$ cat config.mk
export PLATFORM = sky130hd
export DESIGN_NAME = dmem_arb_flat
export DESIGN_NICKNAME = d
export VERILOG_FILES = /design/src/rtl/dmem_arb_if.sv /design/src/rtl/dmem_arb.sv /design/src/flat_wrapper.sv
export SDC_FILE = /design/constraint.sdc
export NUM_CORES = 1
export LEC_CHECK = 0
export ABC_CLOCK_PERIOD_IN_PS = 5300
export CAP_MARGIN = 40
export CORE_AREA = 2 2 119 121
export CTS_CLUSTER_DIAMETER = 30
export DETAILED_ROUTE_END_ITERATION = 6
export DIE_AREA = 0 0 121 123
export GPL_TIMING_DRIVEN = 0
export PLACE_DENSITY = 0.63
export SYNTH_ARGS = -nofsm -noshare
export SYNTH_HDL_FRONTEND = slang
export SYNTH_SLANG_ARGS = --single-unit
$ cat constraint.sdc
create_clock -name clk -period 5.3 [get_ports clk]
set_input_delay 0.53 -clock clk [delete_from_list [all_inputs] [get_ports clk]]
set_output_delay 0.53 -clock clk [all_outputs]
set_load 0.02 [all_outputs]
$ cat src/rtl/dmem_arb_if.sv
// Two-master data-memory port bundle: master request/grant/read-return lanes plus the shared memory side.
// The slave modport is the arbiter; the master modport is the masters-plus-memory environment.
interface dmem_arb_if;
  logic        m0_req;
  logic [31:0] m0_addr;
  logic [31:0] m0_wdata;
  logic [3:0]  m0_we;
  logic        m0_gnt;
  logic        m0_rvalid;
  logic [31:0] m0_rdata;

  logic        m1_req;
  logic [31:0] m1_addr;
  logic [31:0] m1_wdata;
  logic [3:0]  m1_we;
  logic        m1_gnt;
  logic        m1_rvalid;
  logic [31:0] m1_rdata;

  logic [31:0] daddr;
  logic [31:0] dwdata;
  logic [3:0]  dwe;
  logic [31:0] drdata;

  modport slave (
    input  m0_req, m0_addr, m0_wdata, m0_we,
    input  m1_req, m1_addr, m1_wdata, m1_we,
    input  drdata,
    output m0_gnt, m0_rvalid, m0_rdata,
    output m1_gnt, m1_rvalid, m1_rdata,
    output daddr, dwdata, dwe
  );

  modport master (
    output m0_req, m0_addr, m0_wdata, m0_we,
    output m1_req, m1_addr, m1_wdata, m1_we,
    output drdata,
    input  m0_gnt, m0_rvalid, m0_rdata,
    input  m1_gnt, m1_rvalid, m1_rdata,
    input  daddr, dwdata, dwe
  );
endinterface

$ cat src/rtl/dmem_arb.sv
// Two-master arbiter for a single-port synchronous-read data memory; grant is combinational, read data returns 1 cycle after grant.
// Owner keeps the port for up to MAX_BURST grants while the other master waits; a waiting master simply stays ungranted.
module dmem_arb #(
  parameter int MAX_BURST = 4
) (
  input  logic    clk,
  input  logic    reset,
  dmem_arb_if.slave bus
);

  typedef enum logic [1:0] {IDLE, OWN0, OWN1} owner_e;

  localparam logic [3:0] MaxB = 4'(MAX_BURST);

  owner_e     owner_q, owner_d;
  logic [3:0] cnt_q, cnt_d;
  logic       rr_q, rr_d;
  logic       rpend_q, rpend_d;
  logic       rsel_q, rsel_d;

  logic gnt0, gnt1, keep;

  always_comb begin
    gnt0 = 1'b0;
    gnt1 = 1'b0;
    keep = 1'b0;
    case (owner_q)
      OWN0: begin
        keep = bus.m0_req && (!bus.m1_req || (cnt_q < MaxB));
        gnt0 = keep;
        gnt1 = !keep && bus.m1_req;
      end
      OWN1: begin
        keep = bus.m1_req && (!bus.m0_req || (cnt_q < MaxB));
        gnt1 = keep;
        gnt0 = !keep && bus.m0_req;
      end
      default: begin
        gnt0 = bus.m0_req && (!bus.m1_req || !rr_q);
        gnt1 = bus.m1_req && (!bus.m0_req || rr_q);
      end
    endcase
    if (reset) begin
      gnt0 = 1'b0;
      gnt1 = 1'b0;
    end
  end

  always_comb begin
    owner_d = owner_q;
    cnt_d   = cnt_q;
    rr_d    = rr_q;
    if (gnt0) begin
      if (owner_q == OWN0) begin
        cnt_d = (cnt_q == 4'hF) ? cnt_q : cnt_q + 4'd1;
      end else begin
        owner_d = OWN0;
        cnt_d   = 4'd1;
        rr_d    = 1'b1;
      end
    end else if (gnt1) begin
      if (owner_q == OWN1) begin
        cnt_d = (cnt_q == 4'hF) ? cnt_q : cnt_q + 4'd1;
      end else begin
        owner_d = OWN1;
        cnt_d   = 4'd1;
        rr_d    = 1'b0;
      end
    end else begin
      owner_d = IDLE;
      cnt_d   = 4'd0;
    end
    rpend_d = (gnt0 && (bus.m0_we == 4'd0)) || (gnt1 && (bus.m1_we == 4'd0));
    rsel_d  = gnt1 ? 1'b1 : (gnt0 ? 1'b0 : rsel_q);
  end

  always_ff @(posedge clk) begin
    if (reset) begin
      owner_q <= IDLE;
      cnt_q   <= 4'd0;
      rr_q    <= 1'b0;
      rpend_q <= 1'b0;
      rsel_q  <= 1'b0;
    end else begin
      owner_q <= owner_d;
      cnt_q   <= cnt_d;
      rr_q    <= rr_d;
      rpend_q <= rpend_d;
      rsel_q  <= rsel_d;
    end
  end

  assign bus.m0_gnt = gnt0;
  assign bus.m1_gnt = gnt1;
  assign bus.daddr  = gnt0 ? bus.m0_addr  : (gnt1 ? bus.m1_addr  : 32'd0);
  assign bus.dwdata = gnt0 ? bus.m0_wdata : (gnt1 ? bus.m1_wdata : 32'd0);
  assign bus.dwe    = gnt0 ? bus.m0_we    : (gnt1 ? bus.m1_we    : 4'd0);

  // A reset landing on the return cycle kills the pending read.
  assign bus.m0_rvalid = rpend_q && !rsel_q && !reset;
  assign bus.m1_rvalid = rpend_q &&  rsel_q && !reset;
  assign bus.m0_rdata  = bus.m0_rvalid ? bus.drdata : 32'd0;
  assign bus.m1_rdata  = bus.m1_rvalid ? bus.drdata : 32'd0;

endmodule

$ cat src/flat_wrapper.sv
// flat-port wrapper written by rule: the top's interface ports become plain ports
module dmem_arb_flat 
#(
  parameter int MAX_BURST = 4
)
  (clk, reset, bus_m0_req, bus_m0_addr, bus_m0_wdata, bus_m0_we, bus_m1_req, bus_m1_addr, bus_m1_wdata, bus_m1_we, bus_drdata, bus_m0_gnt, bus_m0_rvalid, bus_m0_rdata, bus_m1_gnt, bus_m1_rvalid, bus_m1_rdata, bus_daddr, bus_dwdata, bus_dwe);
  dmem_arb_if bus_i ();
  input  logic clk;
  input  logic reset;
  input wire logic [$bits(bus_i.m0_req)-1:0] bus_m0_req;
  input wire logic [$bits(bus_i.m0_addr)-1:0] bus_m0_addr;
  input wire logic [$bits(bus_i.m0_wdata)-1:0] bus_m0_wdata;
  input wire logic [$bits(bus_i.m0_we)-1:0] bus_m0_we;
  input wire logic [$bits(bus_i.m1_req)-1:0] bus_m1_req;
  input wire logic [$bits(bus_i.m1_addr)-1:0] bus_m1_addr;
  input wire logic [$bits(bus_i.m1_wdata)-1:0] bus_m1_wdata;
  input wire logic [$bits(bus_i.m1_we)-1:0] bus_m1_we;
  input wire logic [$bits(bus_i.drdata)-1:0] bus_drdata;
  output wire logic [$bits(bus_i.m0_gnt)-1:0] bus_m0_gnt;
  output wire logic [$bits(bus_i.m0_rvalid)-1:0] bus_m0_rvalid;
  output wire logic [$bits(bus_i.m0_rdata)-1:0] bus_m0_rdata;
  output wire logic [$bits(bus_i.m1_gnt)-1:0] bus_m1_gnt;
  output wire logic [$bits(bus_i.m1_rvalid)-1:0] bus_m1_rvalid;
  output wire logic [$bits(bus_i.m1_rdata)-1:0] bus_m1_rdata;
  output wire logic [$bits(bus_i.daddr)-1:0] bus_daddr;
  output wire logic [$bits(bus_i.dwdata)-1:0] bus_dwdata;
  output wire logic [$bits(bus_i.dwe)-1:0] bus_dwe;
  assign bus_i.m0_req = bus_m0_req;
  assign bus_i.m0_addr = bus_m0_addr;
  assign bus_i.m0_wdata = bus_m0_wdata;
  assign bus_i.m0_we = bus_m0_we;
  assign bus_i.m1_req = bus_m1_req;
  assign bus_i.m1_addr = bus_m1_addr;
  assign bus_i.m1_wdata = bus_m1_wdata;
  assign bus_i.m1_we = bus_m1_we;
  assign bus_i.drdata = bus_drdata;
  assign bus_m0_gnt = bus_i.m0_gnt;
  assign bus_m0_rvalid = bus_i.m0_rvalid;
  assign bus_m0_rdata = bus_i.m0_rdata;
  assign bus_m1_gnt = bus_i.m1_gnt;
  assign bus_m1_rvalid = bus_i.m1_rvalid;
  assign bus_m1_rdata = bus_i.m1_rdata;
  assign bus_daddr = bus_i.daddr;
  assign bus_dwdata = bus_i.dwdata;
  assign bus_dwe = bus_i.dwe;
  dmem_arb #(.MAX_BURST(MAX_BURST)) u_core (.clk(clk), .reset(reset), .bus(bus_i));
endmodule
==> run summary, run 1 <==
After the flow finishes, the layout carries non-filler instances totaling 707. For this design the static power due to leakage is 0.00192 uW. Clock tree synthesis inserted a total of 3 buffers. A synthesized cell averages 7.87 sq um.

The largest individual stage delay along the critical path comes from the cell clkdlybuf4s50_1. For the critical path data required time, the log shows 4.77 ns. The boundary pin count was 308. The post-CTS setup-driven buffer insertion count was 0.

The setup violation total in the final timing report is 0. For the pin with the worst max-slew slack, the measured transition is 0.749 ns. In this run the tool buffered the top-level ports with 306 buffer cells.

The number of buffer and inverter instances along the worst setup path came out at 4. The number of cells after detailed placement is 703, and the post-route fraction of the period consumed by the critical path is 68.4%. The share of post-route cells with drive strength above 1 was 4.93%; the number of standard cells after synthesis was 216. The area growth from synthesis to layout is 198%. No sink is reached through more buffers than the 2 on the longest clock path.

Yosys printed 0 warnings. The number of hold violations in the final report came out at 0. The region available for standard cell placement spans 13600 sq um.

The number of antenna cells inserted was 0. The top cell types in the final layout, fill and taps aside, are 306 x clkdlybuf4s50_1, 68 x a22o_1, 64 x and2_1. The cell repeated most along the worst path was clkdlybuf4s50_1.

The tools report the critical path capture point type as an output port. The logs give 50.0% for the max-slew headroom at the worst pin and 13.6% for the global-route total usage across every layer. The total number of vias was 2915; the number of routed nets with antenna violations was 0. From bottom edge to top edge, the die measures 123 um. For the final number of max-transition violations, the log shows 0. The kind of start point of the critical path was a primary input. The die covers 14900 sq um. After clock tree synthesis, the clock-pin slew on the worst setup and hold paths is 0.04 ns. Summed over all failing endpoints, the final setup total negative slack is 0 ns. The delay contributed by the slowest stage of the critical path works out to 0.67 ns. The routed design has 11600 um of wire.

Static timing analysis puts the maximum clock frequency at 276 MHz. Of all nets on the critical path, the largest fanout is 10. Hold repair after CTS inserted 0 buffers. After the last flow step, the layout net total stands at 701.

Summing the sequential cell areas from Yosys gives 10.6% of the chip area. Routability-driven placement finished with a final weighted congestion of 0.765. The run gives 389 as the number of nets in the synthesized netlist. Power density over the cells: 142 nW/um^2. Commonest non-fill, non-tap cell in the layout: clkdlybuf4s50_1. In the routed layout, each cell is associated on average with a via count of 4.12. The post-synthesis sequential element count was 9. The path class of the tightest hold or removal check is reg2reg. The minimum clock period was 3.62 ns; the first-pass GRT wire length was 15700 um.

After floorplanning, the core was divided into 43 placement rows. The number of max-capacitance violations reported is 0. Entering global routing, the biggest net connects 11 pins. For the count of instances resized after the clock tree is built, the log shows 0. The start-to-end type of the worst setup path is in2out. In the final routed layout, each cell accounts on average for 16.4 um. The mapped netlist covers 1700 sq um.

The die span in x came out at 121 um. The flow ran to the end, and the final reports show no timing, DRC or antenna violations. The number of H-tree levels came out at 1.

Data on the critical path arrives at its endpoint at 3.09 ns. The run gives 68 as the number of design-rule violations left by the first detailed-router iteration. For the number of sinks on the clock net, the log shows 9. The initial antenna violation count was 0. For the starting density of the core, the log shows 12.5%. The run gives 37 as the number of distinct standard cells referenced by the synthesized netlist. The insertion delay of the later-clocked pin in the worst-skew pair came out at 0.24 ns. The DRC violations left was 0; the number of global-route vias before repair was 2813. TritonCTS built the clock tree.

Setup repair after global routing left no endpoint under its margin. The top cell family by delay on the critical path is buffers and inverters. The tree is rooted in a clkbuf_16.

On the final layout, the worst clock skew is 0.00119 ns. The maximum vdd ir drop was 0.106 mV. Traced cell by cell, the critical path runs through clkdlybuf4s50_1 > inv_1 > nand2_1 > a311oi_4 > buf_6 > a22o_1 > clkdlybuf4s50_1. The sum of net half-perimeters after detailed placement was 10200 um; the number of detailed-routing iterations run before antenna repair was 4. Aggregate global routing overflow: 0.
sequential cells by signal, indices dropped and copies added (netlist names):
signal,flops
u_core.cnt_q,4
u_core.owner_q,2
u_core.rpend_q,1
u_core.rr_q,1
u_core.rsel_q,1
area by class of cell:
type / instances / area [sq um]
Multi-Input combinational cell: 181 / 1350
Fill cell: 1369 / 8540
Inverter: 3 / 11.3
Buffer: 23 / 156
Timing Repair Buffer: 307 / 3070
Tap cell: 180 / 225
Sequential cell: 9 / 180
Clock buffer: 4 / 78.8
layer usage:
| layer | part of all wire (%) | global-route usage [%] | up-vias |
|---|---|---|---|
| li1 | - | - | 1439 |
| met4 | 0.44 | 1.96 | 0 |
| met1 | 36 | 14.5 | 1319 |
| met3 | 11 | 4.89 | 4 |
| met5 | 0 | 0 | - |
| met2 | 53 | 26.2 | 153 |
where the power goes:
| group | internal [uW] | switching [uW] |
|---|---|---|
| Combinational | 289 | 215 |
| Clock | 101 | 33.9 |
| Sequential | 74.9 | 8.68 |
| Total | 464 | 258 |
path summary, 6_finish.rpt:
kind / startpoint / endpoint / slack, ns / depth (start not counted)
worst max register to register: u_core.cnt_q[3] / u_core.rsel_q / 3.31 / 5
worst min-delay path: u_core.rsel_q / u_core.rsel_q / 0.46 / 2
worst max-delay path: reset / bus_dwdata[2] / 1.68 / 7
worst min register to register: u_core.rsel_q / u_core.rsel_q / 0.46 / 2
worst reg2reg max path: cells and delay by family, from the launching register on:
kind	cells	cell delay, ns
AOI/OAI and AO/OA	2	0.79
DFF	1	0.43
muxes	1	0.31
buffers and inverters	1	0.24
and+or+nand+nor	1	0.10
Yosys cell counts, drive strengths merged:
cell type	number	share of area, %
a2111oi	1	0.88
a211oi	1	0.44
a21boi	1	0.44
a21o	1	0.44
a21oi	2	0.59
a221oi	1	0.52
a22o	68	35
a311oi	2	2.1
a31oi	3	1.1
and2	64	24
and2b	1	0.44
and3	1	0.37
buf	17	7.9
clkbuf	6	1.3
dfxtp	9	11
ha	1	0.74
inv	3	0.66
mux2	2	1.3
mux2i	1	0.59
nand2	7	1.5
nand2b	1	0.37
nand3	3	0.88
nand3b	1	0.44
nor2	2	0.59
nor2b	2	0.74
nor3b	4	1.8
nor4	2	0.74
nor4b	2	1.0
o211a	1	0.59
o211ai	1	0.44
o21ai	3	0.88
o21bai	1	0.44
xnor2	1	0.52
cell families after synthesis:
kind of cell	after synthesis	share of synthesized area (%)
AOI/OAI and AO/OA	86	43.9
xor gates and xnor gates	1	0.516
adders and majority gates	1	0.736
buffers and inverters	26	9.87
DFF	9	10.6
muxes	3	1.91
and+or+nand+nor	90	32.5
through the flow:
step | total power [uW] | hold WS, ns | cell area (sq um) | utilization, % | setup WS [ns]
after global placement | 587 | 0.453 | 4990 | 36.6 | 1.64
after floorplan | 297 | 0.441 | 1700 | - | 2.94
after CTS | 729 | 0.459 | 5070 | 37.3 | 1.66
after global routing | 754 | 0.504 | 5070 | 37.3 | 1.48
final | 722 | 0.457 | 5070 | 37.3 | 1.68
after detailed placement | 590 | 0.454 | 4990 | 36.7 | 1.66
No activity file was read; power rests on OpenSTA's default activity.
==> inputs of run 2 (changes only) <==
ABC_CLOCK_PERIOD_IN_PS = 3200   (was 5300)
CORE_AREA = 2 2 120 122   (was 2 2 119 121)
DIE_AREA = 0 0 122 124   (was 0 0 121 123)
PLACE_DENSITY = 0.64   (was 0.63)
clock period = 3.2 ns   (was 5.3 ns; I/O delays follow)
==> run 2 against run 1 <==
Against the previous run: sequential share of layout area down 0.082 points; worst hold slack worse by 0.0087 ns; global-route usage is 0.19 points higher; utilization is 0.58 points higher; setup slack worse by 1.5 ns; non-clock buffer count grew 2; wire length up 3.1%; via count is 2.5% higher; largest cell class unchanged.
==> run summary, run 2 (synthesized netlist as in run 1, its figures left out) <==
The aggregate global routing overflow is 0 (unchanged). The tools report the global-route total usage across every layer as 13.8% (+0.19 points). The logs give -0.113 ns (-1.77 ns) for the post-placement worst setup slack and 1391 (+1.6%) for the number of filler cells placed in the layout.

The run gives 2.88 ns (-1.89 ns) as the critical path data required time. The clock-pin transition on the worst setup and hold timing paths was 0.04 ns (about the same). The tools report the core footprint as 13700 sq um (+0.79%).

The overall routed net length was 12000 um (+3.1%). Number of antenna cells inserted: 0 (unchanged). The number of flip-flops in the largest register is 4 (unchanged), and the met2 track demand over resource in global routing is 25.8% (-0.36 points). The insertion delay of the later-clocked pin in the worst-skew pair is 0.23 ns (about the same), and the area of the die is 15100 sq um (+1.6%).

In the layout the commonest cells are 277 x clkdlybuf4s50_1, 68 x a22o_1, 64 x and2_1. The worst-case setup margin in the final layout is 0.161 ns (-1.52 ns), and the measured slew at the worst slew-check pin is 0.640 ns (-0.109 ns). The commonest non-fill, non-tap cell in the layout is clkdlybuf4s50_1.

The number of sinks on the clock net was 9 (unchanged). The first-pass GRT wire length was 16300 um (+3.8%); the leakage power summed over all cells was 0.00238 uW (+24%). The final instance area was 5190 sq um (+2.4%); the total number of vias was 2989 (+2.5%). The met3 demand-to-capacity share in global routing was 3.25% (-1.6 points); the worst-case clock skew was 0.00316 ns (+0.00197 ns). The critical path capture point type was an output port.

The logs give 308 (unchanged) for the boundary pin count and 16.7% (+2.2 points) for the global-route met1 utilization. The count of input and output buffers is 306 (unchanged). Root buffer selected by CTS: clkbuf_16. The logs give 3 (unchanged) for the number of buffers inserted during clock tree synthesis and 43 (unchanged) for the row count. The run gives 0 (unchanged) as the number of hold violations in the final report. The flow ran to the end, and the final reports show no timing, DRC or antenna violations. The routed wirelength normalized by instance count came out at 16.9 um (+2.8%). The tools report the number of routed nets with antenna violations as 0 (unchanged). Compared with the post-synthesis result, the final layout area differs by 206%. Setup repair after global routing could not meet its margin everywhere. The power density over the cells came out at 231 nW/um^2 (+62%). The largest registers in the layout are u_core.cnt_q: 4 flops, u_core.owner_q: 2 flops. DRC violations left: 0 (unchanged). The die boundary height is 124 um (+0.81%), and the post-route fraction of the period consumed by the critical path is 95.0%. The die span in x is 122 um (+0.83%), and the minimum clock period is 3.04 ns. TritonCTS built the clock tree. The global routing stage identified its most utilized layer as met2. In this run the worst hold path is classified as in2reg. The largest fanout of any net on the critical path was 10 (unchanged). Number of detailed-routing iterations run before antenna repair: 4 (unchanged).

The mean number of vias per cell came out at 4.22 (+2.2%). Max-slew headroom at the worst pin: 57.2% (+7.2 points). For the number of H-tree levels, the log shows 1 (unchanged).

The largest register by flop count was u_core.cnt_q. For the setup violation total in the final timing report, the log shows 0 (unchanged). The run gives 2 (unchanged) as the clock tree buffer depth. The number of design-rule violations left by the first detailed-router iteration was 97 (+43%); the final number of max-transition violations was 0 (unchanged). The share of post-route cells with drive strength above 1 was 5.48% (+0.55 points).

The number of global-route vias before repair is 2930 (+4.2%). The largest net degree at the start of global routing came out at 11 (unchanged). The logs give 12.4% (-0.098 points) for the starting density of the core and 329 MHz for the timing-limited maximum frequency. The data arrival time of the critical path is 2.72 ns (-0.37 ns), and the number of max-capacitance violations reported is 0 (unchanged). The tools report the layout net count as 703 (+0.29%).

The kind of start point of the critical path was a primary input. The run gives 0.160 mV (+51%) as the maximum vdd ir drop. The logs give 10100 um (-1.0%) for the sum of net half-perimeters after detailed placement and 0 (unchanged) for the initial antenna violation count. The placement-stage cell area was 4990 sq um (-0.10%). The start-to-end type of the worst setup path is in2out. The final estimated routing congestion in global placement was 0.845 (+10%).
-- run 2: cell types whose count changed in the layout (fill, tap and decap cells not counted), sizes merged --
cell           before  now
clkbuf             10   14
dlymetal6s2s        0   29
clkdlybuf4s50     306  277
buf                18   16
-- run 2: where the power goes --
part | leakage [uW] | switching [uW] | total [uW] | internal (uW)
Clock | 0.0000382 | 53.9 | 220 | 167
Combinational | 0.00227 | 359 | 842 | 483
Sequential | 0.0000740 | 14.8 | 139 | 124
Total | 0.00238 | 427 | 1200 | 774
-- run 2: cell type report --
cell class                      instances  area, sq um  area share, %
Tap cell                              180          225           4.34
Inverter                                3         11.3          0.217
Timing Repair Buffer                  309         3160           60.8
Buffer                                 23          171           3.30
Multi-Input combinational cell        181         1370           26.3
Sequential cell                         9          180           3.47
Clock buffer                            4         78.8           1.52
-- run 2: metal layers --
layer | share of wire, % | wire [um]
met1 | 40 | 4750
met2 | 52 | 6250
met3 | 7.8 | 931
met4 | 0.53 | 63
met5 | 0 | 0
-- run 2: worst max-delay path: stages --
cell	delay (ns)
clkdlybuf4s50_1	0.56
nand2b_1	0.08
a211oi_1	0.46
nor4b_4	0.12
buf_4	0.18
clkbuf_4	0.19
a22o_1	0.25
clkdlybuf4s50_1	0.54
-- run 2: per-stage QoR --
step / hold WS (ns) / TNS (ns) / util (%) / instances / total power (uW)
4_1_cts: 0.440 / 0 / 37.1 / 708 / 1210
5_1_grt: 0.465 / -0.668 / 37.8 / 709 / 1260
2_1_floorplan: 0.397 / 0 / - / 216 / 491
6_report: 0.448 / 0 / 37.8 / 709 / 1200
3_5_place_dp: 0.464 / -1.44 / 36.4 / 702 / 976
3_3_place_gp: 0.451 / -0.859 / 36.4 / 702 / 968
-- run 2: path summary, 6_finish.rpt --
check                    start                 to  slack (ns)  cells past startpoint
min                 bus_m1_req  u_core.owner_q[0]        0.45                      2
min reg2reg      u_core.rsel_q      u_core.rsel_q        0.47                      2
max reg2reg  u_core.owner_q[0]    u_core.cnt_q[0]        1.23                      7
max                 bus_m0_req       bus_daddr[0]        0.16                      8
-- run 2: what timing repair did --
action	in CTS	in global routing
hold buffers	0	0
buffers inserted	2	0
gates resized for setup	2	39
cloned	0	1
pin swaps	1	0
endpoints found under the setup margin	67	65
